--- src/rtl/analog_status_poller_if.sv ---
// APB connection between the analog status poller (master) and the analog status slave.
interface analog_status_poller_if #(
  parameter int ADDR_W = 16
);
  logic [ADDR_W-1:0] PADDR;
  logic              PSEL;
  logic              PENABLE;
  logic              PWRITE;
  logic [31:0]       PWDATA;
  logic [3:0]        PSTRB;
  logic [31:0]       PRDATA;
  logic              PREADY;
  logic              PSLVERR;

  modport master (
    output PADDR, PSEL, PENABLE, PWRITE, PWDATA, PSTRB,
    input  PRDATA, PREADY, PSLVERR
  );

  modport slave (
    input  PADDR, PSEL, PENABLE, PWRITE, PWDATA, PSTRB,
    output PRDATA, PREADY, PSLVERR
  );
endinterface

--- src/rtl/analog_status_poller.sv ---
// Periodic APB read-only scanner that keeps a shadow copy of each analog status word.
// Define ANALOG_POLL_TIMEOUT_EN to add a 255-cycle PREADY watchdog on each access.
module analog_status_poller #(
  parameter int              NUM_CH    = 4,
  parameter int              ADDR_W    = 16,
  parameter int              PERIOD_W  = 16,
  parameter logic [ADDR_W-1:0] BASE_ADDR = 16'h0000
) (
  input  logic                  clk_in,
  input  logic                  reset_n,
  input  logic                  enable,
  input  logic [PERIOD_W-1:0]   period,
  input  logic [NUM_CH-1:0]     ch_mask,
  input  logic                  irq_clear,
  analog_status_poller_if.master apb,
  output logic [NUM_CH*32-1:0]  shadow_data,
  output logic [NUM_CH-1:0]     shadow_valid,
  output logic                  change_irq,
  output logic                  err_irq,
  output logic [$clog2(NUM_CH)-1:0] err_ch,
  output logic                  busy,
  output logic                  scan_done
);

  localparam int CH_W = $clog2(NUM_CH);

  typedef enum logic [1:0] {IDLE, SETUP, ACCESS, GAP} state_t;

  state_t              state;
  logic [CH_W-1:0]     ch_idx;
  logic [PERIOD_W-1:0] timer;
  logic [CH_W:0]       first_sel;
  logic [CH_W:0]       next_sel;
  logic                xfer_done;
  logic                xfer_ok;
  logic                timed_out;

  // MSB flags that a masked channel at or above 'from' exists; low bits give the lowest one.
  function automatic logic [CH_W:0] pick_ch(input logic [NUM_CH-1:0] mask, input int from);
    logic [CH_W:0] sel;
    sel = '0;
    for (int i = NUM_CH - 1; i >= 0; i--)
      if (i >= from && mask[i]) sel = {1'b1, CH_W'(i)};
    return sel;
  endfunction

  function automatic logic [ADDR_W-1:0] ch_addr(input logic [CH_W-1:0] ch);
    return BASE_ADDR + (ADDR_W'(ch) << 2);
  endfunction

  assign first_sel = pick_ch(ch_mask, 0);
  assign next_sel  = pick_ch(ch_mask, int'(ch_idx) + 1);

`ifdef ANALOG_POLL_TIMEOUT_EN
  logic [7:0] wd_cnt;
  assign timed_out = (state == ACCESS) && !apb.PREADY && (wd_cnt == 8'd254);
`else
  assign timed_out = 1'b0;
`endif

  assign xfer_done = (state == ACCESS) && (apb.PREADY || timed_out);
  assign xfer_ok   = apb.PREADY && !apb.PSLVERR;

  assign apb.PWRITE = 1'b0;
  assign apb.PWDATA = '0;
  assign apb.PSTRB  = '0;

  // The timer loads period-1 so scan start decisions are exactly 'period' cycles apart.
  always_ff @(posedge clk_in or negedge reset_n) begin
    if (!reset_n) begin
      state        <= IDLE;
      ch_idx       <= '0;
      timer        <= '0;
      apb.PADDR    <= '0;
      apb.PSEL     <= 1'b0;
      apb.PENABLE  <= 1'b0;
      shadow_data  <= '0;
      shadow_valid <= '0;
      change_irq   <= 1'b0;
      err_irq      <= 1'b0;
      err_ch       <= '0;
      busy         <= 1'b0;
      scan_done    <= 1'b0;
`ifdef ANALOG_POLL_TIMEOUT_EN
      wd_cnt       <= '0;
`endif
    end else begin
      scan_done <= 1'b0;
      if (timer != '0) timer <= timer - PERIOD_W'(1);
      if (irq_clear) begin
        change_irq <= 1'b0;
        err_irq    <= 1'b0;
        err_ch     <= '0;
      end
      case (state)
        IDLE: begin
          if (enable && timer == '0) begin
            timer <= (period == '0) ? '0 : period - PERIOD_W'(1);
            if (first_sel[CH_W]) begin
              ch_idx    <= first_sel[CH_W-1:0];
              apb.PADDR <= ch_addr(first_sel[CH_W-1:0]);
              apb.PSEL  <= 1'b1;
              busy      <= 1'b1;
              state     <= SETUP;
            end else begin
              scan_done <= 1'b1;
            end
          end
        end
        SETUP: begin
          apb.PENABLE <= 1'b1;
          state       <= ACCESS;
`ifdef ANALOG_POLL_TIMEOUT_EN
          wd_cnt      <= '0;
`endif
        end
        ACCESS: begin
`ifdef ANALOG_POLL_TIMEOUT_EN
          if (!apb.PREADY) wd_cnt <= wd_cnt + 8'd1;
`endif
          if (xfer_done) begin
            if (xfer_ok) begin
              if (shadow_valid[ch_idx] && shadow_data[{ch_idx, 5'd0} +: 32] != apb.PRDATA)
                change_irq <= 1'b1;
              shadow_data[{ch_idx, 5'd0} +: 32] <= apb.PRDATA;
              shadow_valid[ch_idx]              <= 1'b1;
            end else begin
              err_irq <= 1'b1;
              err_ch  <= ch_idx;
            end
            apb.PSEL    <= 1'b0;
            apb.PENABLE <= 1'b0;
            if (enable) begin
              state <= GAP;
            end else begin
              state <= IDLE;
              busy  <= 1'b0;
              timer <= '0;
            end
          end
        end
        GAP: begin
          if (!enable) begin
            state <= IDLE;
            busy  <= 1'b0;
            timer <= '0;
          end else if (next_sel[CH_W]) begin
            ch_idx    <= next_sel[CH_W-1:0];
            apb.PADDR <= ch_addr(next_sel[CH_W-1:0]);
            apb.PSEL  <= 1'b1;
            state     <= SETUP;
          end else begin
            state     <= IDLE;
            busy      <= 1'b0;
            scan_done <= 1'b1;
          end
        end
        default: state <= IDLE;
      endcase
    end
  end

endmodule
--- src/flat_wrapper.sv ---
// flat-port wrapper written by rule: the top's interface ports become plain ports
module analog_status_poller_flat 
#(
  parameter int              NUM_CH    = 4,
  parameter int              ADDR_W    = 16,
  parameter int              PERIOD_W  = 16,
  parameter logic [ADDR_W-1:0] BASE_ADDR = 16'h0000
)
  (clk_in, reset_n, enable, period, ch_mask, irq_clear, shadow_data, shadow_valid, change_irq, err_irq, err_ch, busy, scan_done, apb_PADDR, apb_PSEL, apb_PENABLE, apb_PWRITE, apb_PWDATA, apb_PSTRB, apb_PRDATA, apb_PREADY, apb_PSLVERR);
  analog_status_poller_if #(.ADDR_W(ADDR_W)) apb_i ();
  input  logic clk_in;
  input  logic reset_n;
  input  logic enable;
  input  logic [PERIOD_W-1:0] period;
  input  logic [NUM_CH-1:0] ch_mask;
  input  logic irq_clear;
  output logic [NUM_CH*32-1:0] shadow_data;
  output logic [NUM_CH-1:0] shadow_valid;
  output logic change_irq;
  output logic err_irq;
  output logic [$clog2(NUM_CH)-1:0] err_ch;
  output logic busy;
  output logic scan_done;
  output wire logic [$bits(apb_i.PADDR)-1:0] apb_PADDR;
  output wire logic [$bits(apb_i.PSEL)-1:0] apb_PSEL;
  output wire logic [$bits(apb_i.PENABLE)-1:0] apb_PENABLE;
  output wire logic [$bits(apb_i.PWRITE)-1:0] apb_PWRITE;
  output wire logic [$bits(apb_i.PWDATA)-1:0] apb_PWDATA;
  output wire logic [$bits(apb_i.PSTRB)-1:0] apb_PSTRB;
  input wire logic [$bits(apb_i.PRDATA)-1:0] apb_PRDATA;
  input wire logic [$bits(apb_i.PREADY)-1:0] apb_PREADY;
  input wire logic [$bits(apb_i.PSLVERR)-1:0] apb_PSLVERR;
  assign apb_PADDR = apb_i.PADDR;
  assign apb_PSEL = apb_i.PSEL;
  assign apb_PENABLE = apb_i.PENABLE;
  assign apb_PWRITE = apb_i.PWRITE;
  assign apb_PWDATA = apb_i.PWDATA;
  assign apb_PSTRB = apb_i.PSTRB;
  assign apb_i.PRDATA = apb_PRDATA;
  assign apb_i.PREADY = apb_PREADY;
  assign apb_i.PSLVERR = apb_PSLVERR;
  analog_status_poller #(.NUM_CH(NUM_CH), .ADDR_W(ADDR_W), .PERIOD_W(PERIOD_W), .BASE_ADDR(BASE_ADDR)) u_core (.clk_in(clk_in), .reset_n(reset_n), .enable(enable), .period(period), .ch_mask(ch_mask), .irq_clear(irq_clear), .apb(apb_i), .shadow_data(shadow_data), .shadow_valid(shadow_valid), .change_irq(change_irq), .err_irq(err_irq), .err_ch(err_ch), .busy(busy), .scan_done(scan_done));
endmodule
--- config.mk ---
export PLATFORM = sky130hd
export DESIGN_NAME = analog_status_poller_flat
export DESIGN_NICKNAME = d
export VERILOG_FILES = /design/src/rtl/analog_status_poller_if.sv /design/src/rtl/analog_status_poller.sv /design/src/flat_wrapper.sv
export SDC_FILE = /design/constraint.sdc
export NUM_CORES = 1
export LEC_CHECK = 0
export ABC_AREA = 0
export ABC_CLOCK_PERIOD_IN_PS = 3500
export CORE_UTILIZATION = 48
export DETAILED_ROUTE_END_ITERATION = 6
export PLACE_DENSITY = 0.81
export SYNTH_ARGS = -nofsm -noshare
export SYNTH_HDL_FRONTEND = slang
export SYNTH_SLANG_ARGS = --single-unit
--- constraint.sdc ---
create_clock -name clk_in -period 3.5 [get_ports clk_in]
set_clock_uncertainty 0.15 [all_clocks]
set_input_delay 0.7 -clock clk_in [delete_from_list [all_inputs] [get_ports clk_in]]
set_output_delay 0.7 -clock clk_in [all_outputs]
set_load 0.02 [all_outputs]
* Yosys cells after proc, flatten, opt, wreduce, memory -nomap -nowiden
Index checks and enable logic that the tools add are counted.
Word-level totals: bits in registers 176, input bits 58, output and inout port bits 193, word-level logic and storage cells 127
Cells by class: add/subtract/negate cells 4, $lt $le $gt $ge 6, equal/unequal tests 11, shifts and indexed selects 3, muxes and demuxes 66, bitwise gates (word level) 1, reductions and logical operators 23
Operators with widths (count):
- two-way mux 16 bit | 9
- bitwise mux 128 bit | 1
- variable shift 32 x 9 -> 128 bit, first input constant | 1
- variable part select 128 x 8 -> 32 bit | 1
- variable part select 32 x 9 -> 128 bit | 1
- greater-or-equal comparator 3 x 32 -> 1 bit, first input constant | 2
- one-hot mux 16 bit (3 select lines) | 1
- greater-or-equal comparator 1 x 32 -> 1 bit, first input constant | 1
- greater-or-equal comparator 2 x 32 -> 1 bit, first input constant | 1
- zero test 16 bit | 2
- inequality test 32 bit | 1
- one-hot mux 16 bit (2 select lines) | 1
- subtractor 16 x 1 -> 16 bit, second input constant | 2
- two-way mux 2 bit | 13
- two-way mux 1 bit | 25
- two-way mux 3 bit | 8
- nonzero test 16 bit | 1
- AND reduction 6 bit | 2
- logical AND 1 bit | 9
- negator 7 -> 9 bit | 1
- inequality test 2 x 1 -> 1 bit, second input constant | 4
- one-hot mux 2 bit (4 select lines) | 1
- one-hot mux 1 bit (3 select lines) | 2
- AND reduction 3 bit | 2
- other kinds (18) | 22

* Longest topological paths before layout
word-level depth 10, depth in mapped cells 10

* Least setup slack after synthesis
No wires, ideal clock.
path type reg2reg, from reg, netlist name u_core.apb.PADDR[3], to reg u_core.busy, data arrival time 2.696 ns, slack 0.529 ns, stages on the path, launching flop included 11, buffers on the path 2, period minus slack after synthesis 2.971 ns, cell sequence dfrtp_1 > clkbuf_1 > clkbuf_1 > inv_1 > ha_1 > o21ai_0 > nand4_1 > and2_1 > o32ai_1 > nand2_1 > mux2_2
RTL lines:
- end signal: assignment | RTL line analog_status_poller.sv:82 | busy <= 1'b0;
- end signal: assignment | RTL line analog_status_poller.sv:103 | busy <= 1'b1;
- end signal: assignment | RTL line analog_status_poller.sv:137 | busy <= 1'b0;
- end: declaration | RTL line analog_status_poller.sv:21 | output logic busy,

==> out/results.ini <==
[yosys]
ys_top_cells_by_count = nand2_1, dfrtp_1, o21ai_0
synth.cell_area_mm2 = 0.008665
yosys_register_bits = 160
yosys_warnings = 0
synth_cells = 931
async_reset_ff_share_pct = 100.0
ys.flop_type = dfrtp_1
synth_edf_count = 0
syn_avg_cell_area_um2 = 9.307
yosysMostFrequentCell = nand2_1
synth_seq_area_share_pct = 46.21
yosys.area.top_type_share_pct = 46.21
synth_top_cells_by_area = dfrtp_1, nand2_1, mux4_2
yosysTopAreaCell = dfrtp_1
yosys.cell_types.count = 55

[flow_run]
maxCapViolCount = 0

[cts]
post_cts_buffers = 0
cts.clk_slew.worst_paths_ps = 60
clock_sinks = 160
hold_buffers = 0
cts-root-buf = clkbuf_16
tritoncts = done
clk_latency_ps = 420
cts_buffers = 17
ctsResizeCount = 0
clock_path_buffers = 2
h-tree-depth = 4

[power_and_ir_drop]
power_leakage_nw = 4.803
powerDensity_mw_per_mm2 = 783.6
net-switching-power_mw = 3.457
p_comb_share_pct = 43.6
total_power_mw = 9.016
internal-power_mw = 5.559
ir_worst_vdd_mv = 0.4750
pwr-share-clk_pct = 25.4
power_frac_seq_pct = 30.9
switching_share_pct = 38.34

[sta]
holdWs_ps = 121.2
drv_slew = 0
setup_violations = 0
hold_viol_final = 0
worst_slew_pin_slew_ps = 651.8
fin_crit_sh_pct = 89.59
fin_ws_ps = 364.4
clock.fmax_mhz = 318.9
slew_headroom_pct = 56.15
fin_crit_ps = 3136
grt_setup_unrepaired = no
fin_tns_setup_ps = 0

[detailed_routing]
drc = 0
wl_per_cell_um = 18.83
drtIter0Drc = 763
vias = 7645
vias_per_cell = 5.638
final_antenna_net_count = 0
wl_um = 25540
first_pass_iters = 7

[finish]
final_util_pct = 65.84
finalNonFillerCells = 1356
antenna_cells = 0
layout.nets = 1191
fill_cells = 1403
final_cell_area_mm2 = 0.01151
drive_gt1_share_pct = 8.842
areaGrowthSynthToFinish_pct = 32.79

[die]
dieWidth_um = 136.4
start_util_pct = 49.58
die_h_um = 136.4
rows = 48
dieArea_mm2 = 0.01859
coreArea_mm2 = 0.01748
io_pins = 251

[global_routing]
grt_max_degree = 67
overflow = 0
grtUsageTotal_pct = 28.15
antenna_found_initial = 0
grt_pass1_wl_um = 39320
grt_pass1_vias = 7241

[placed_design]
dpl.cell_count = 1324
numPortBuffers = 199
place_congestion = 0.8754
dp_hpwl_um = 17660
pre_cts_ws_ps = 380.7
dpl_cell_area_mm2 = 0.01078

[worst_setup_path]
reg2reg_from = u_core.apb.PADDR[2]
crit_required_ps = 3650
cp_max_fo = 15
r2r_end = u_core.change_irq
worst-setup-path-type = reg2reg
start_kind = flip-flop
reg2reg_depth = 7
cp-end-kind = flip-flop
crit_arrival_ps = 3290
r2r_slack_ps = 360

[worst_hold_path]
hold_path_class = in2async

[status]
status = completed

-- power by group through the flow --
stage / clock (mW) / combinational (mW) / sequential (mW)
floorplan: 0 / 2.02 / 3.09
global placement: 0 / 3.81 / 2.79
detailed placement: 0 / 3.90 / 2.81
CTS: 2.30 / 3.93 / 2.79
global route: 2.39 / 4.23 / 2.85
finish: 2.29 / 3.93 / 2.79
-- per-layer routing --
metal  GRT usage, %  wire length, um  vias up
li1               -                -     3453
met1          36.74            10050     3782
met2          46.33            12900      373
met3          6.003             2104       37
met4          9.753              483        0
met5              0                0        -
-- cell usage in the layout, fill, tap and decap left out, types with 3 or more instances in the layout --
master / netlist / routed
nand3b_1: 5 / 5
o22ai_1: 10 / 10
a21oi_1: 8 / 8
o21ai_0: 141 / 141
nor2_1: 22 / 22
xnor2_1: 12 / 12
inv_1: 16 / 16
nand2b_1: 3 / 3
clkbuf_16: 0 / 17
xor2_1: 46 / 46
nand4_1: 4 / 4
nor3b_2: 0 / 3
a21o_1: 5 / 5
dfrtp_1: 160 / 158
nand2_1: 276 / 272
conb_1: 1 / 51
nand2_2: 0 / 4
bufinv_16: 0 / 8
nor4_1: 15 / 15
ha_1: 15 / 15
clkdlybuf4s50_1: 0 / 198
buf_12: 0 / 4
nor3_1: 9 / 8
buf_4: 51 / 14
nand3_1: 8 / 8
mux4_2: 33 / 33
-- critical path: stages (launching register included) --
cell      delay [ps]
dfrtp_2          680
buf_4            360
mux4_2           550
xor2_1           160
nor4_1           580
nand4_1          180
o211ai_1         220
o21ai_0          110
-- cell type report --
cell class                 count  area, um2  area share, %
sequential                   160       4006          34.82
multi-input combinational    706       4249          36.93
clock inverter                13      277.8          2.414
tap                          225      281.5          2.447
inverter                      16      60.06         0.5220
clock buffer                  19      452.9          3.937
timing repair buffer         217       2178          18.93
-- how the worst max path moves through the flow --
stage          cells after the start  slack [ps]                end                 from
5_1_grt                            7         170  u_core.change_irq  u_core.apb.PADDR[2]
3_3_place_gp                       7         410  u_core.change_irq  u_core.apb.PADDR[2]
3_5_place_dp                       7         380  u_core.change_irq  u_core.apb.PADDR[2]
6_report                           7         360  u_core.change_irq  u_core.apb.PADDR[2]
2_1_floorplan                     10         530        u_core.busy  u_core.apb.PADDR[3]
4_1_cts                            7         320  u_core.change_irq  u_core.apb.PADDR[2]
-- kinds of logic (layout without fill, tap and decap cells) --
family,count (synthesis),count (layout),synth area share (%)
other,1,51,0.04328
AOI/OAI and AO/OA,183,183,11.55
buffers and inverters,115,265,7.263
and+or+nand+nor,363,363,17.91
DFF,160,160,46.21
muxes,36,36,8.996
xor gates and xnor gates,58,58,5.863
adders and majority gates,15,15,2.166
-- sequential cells by signal, summed over array words and instances, names as in the netlist --
name                 cells
u_core.apb.PADDR         2
u_core.apb.PENABLE       1
u_core.apb.PSEL          1
u_core.busy              1
u_core.change_irq        1
u_core.err_ch            2
u_core.err_irq           1
u_core.scan_done         1
u_core.shadow_data     128
u_core.shadow_valid      4
u_core.state             2
u_core.timer            16
Power figures use the tool's default switching activity.
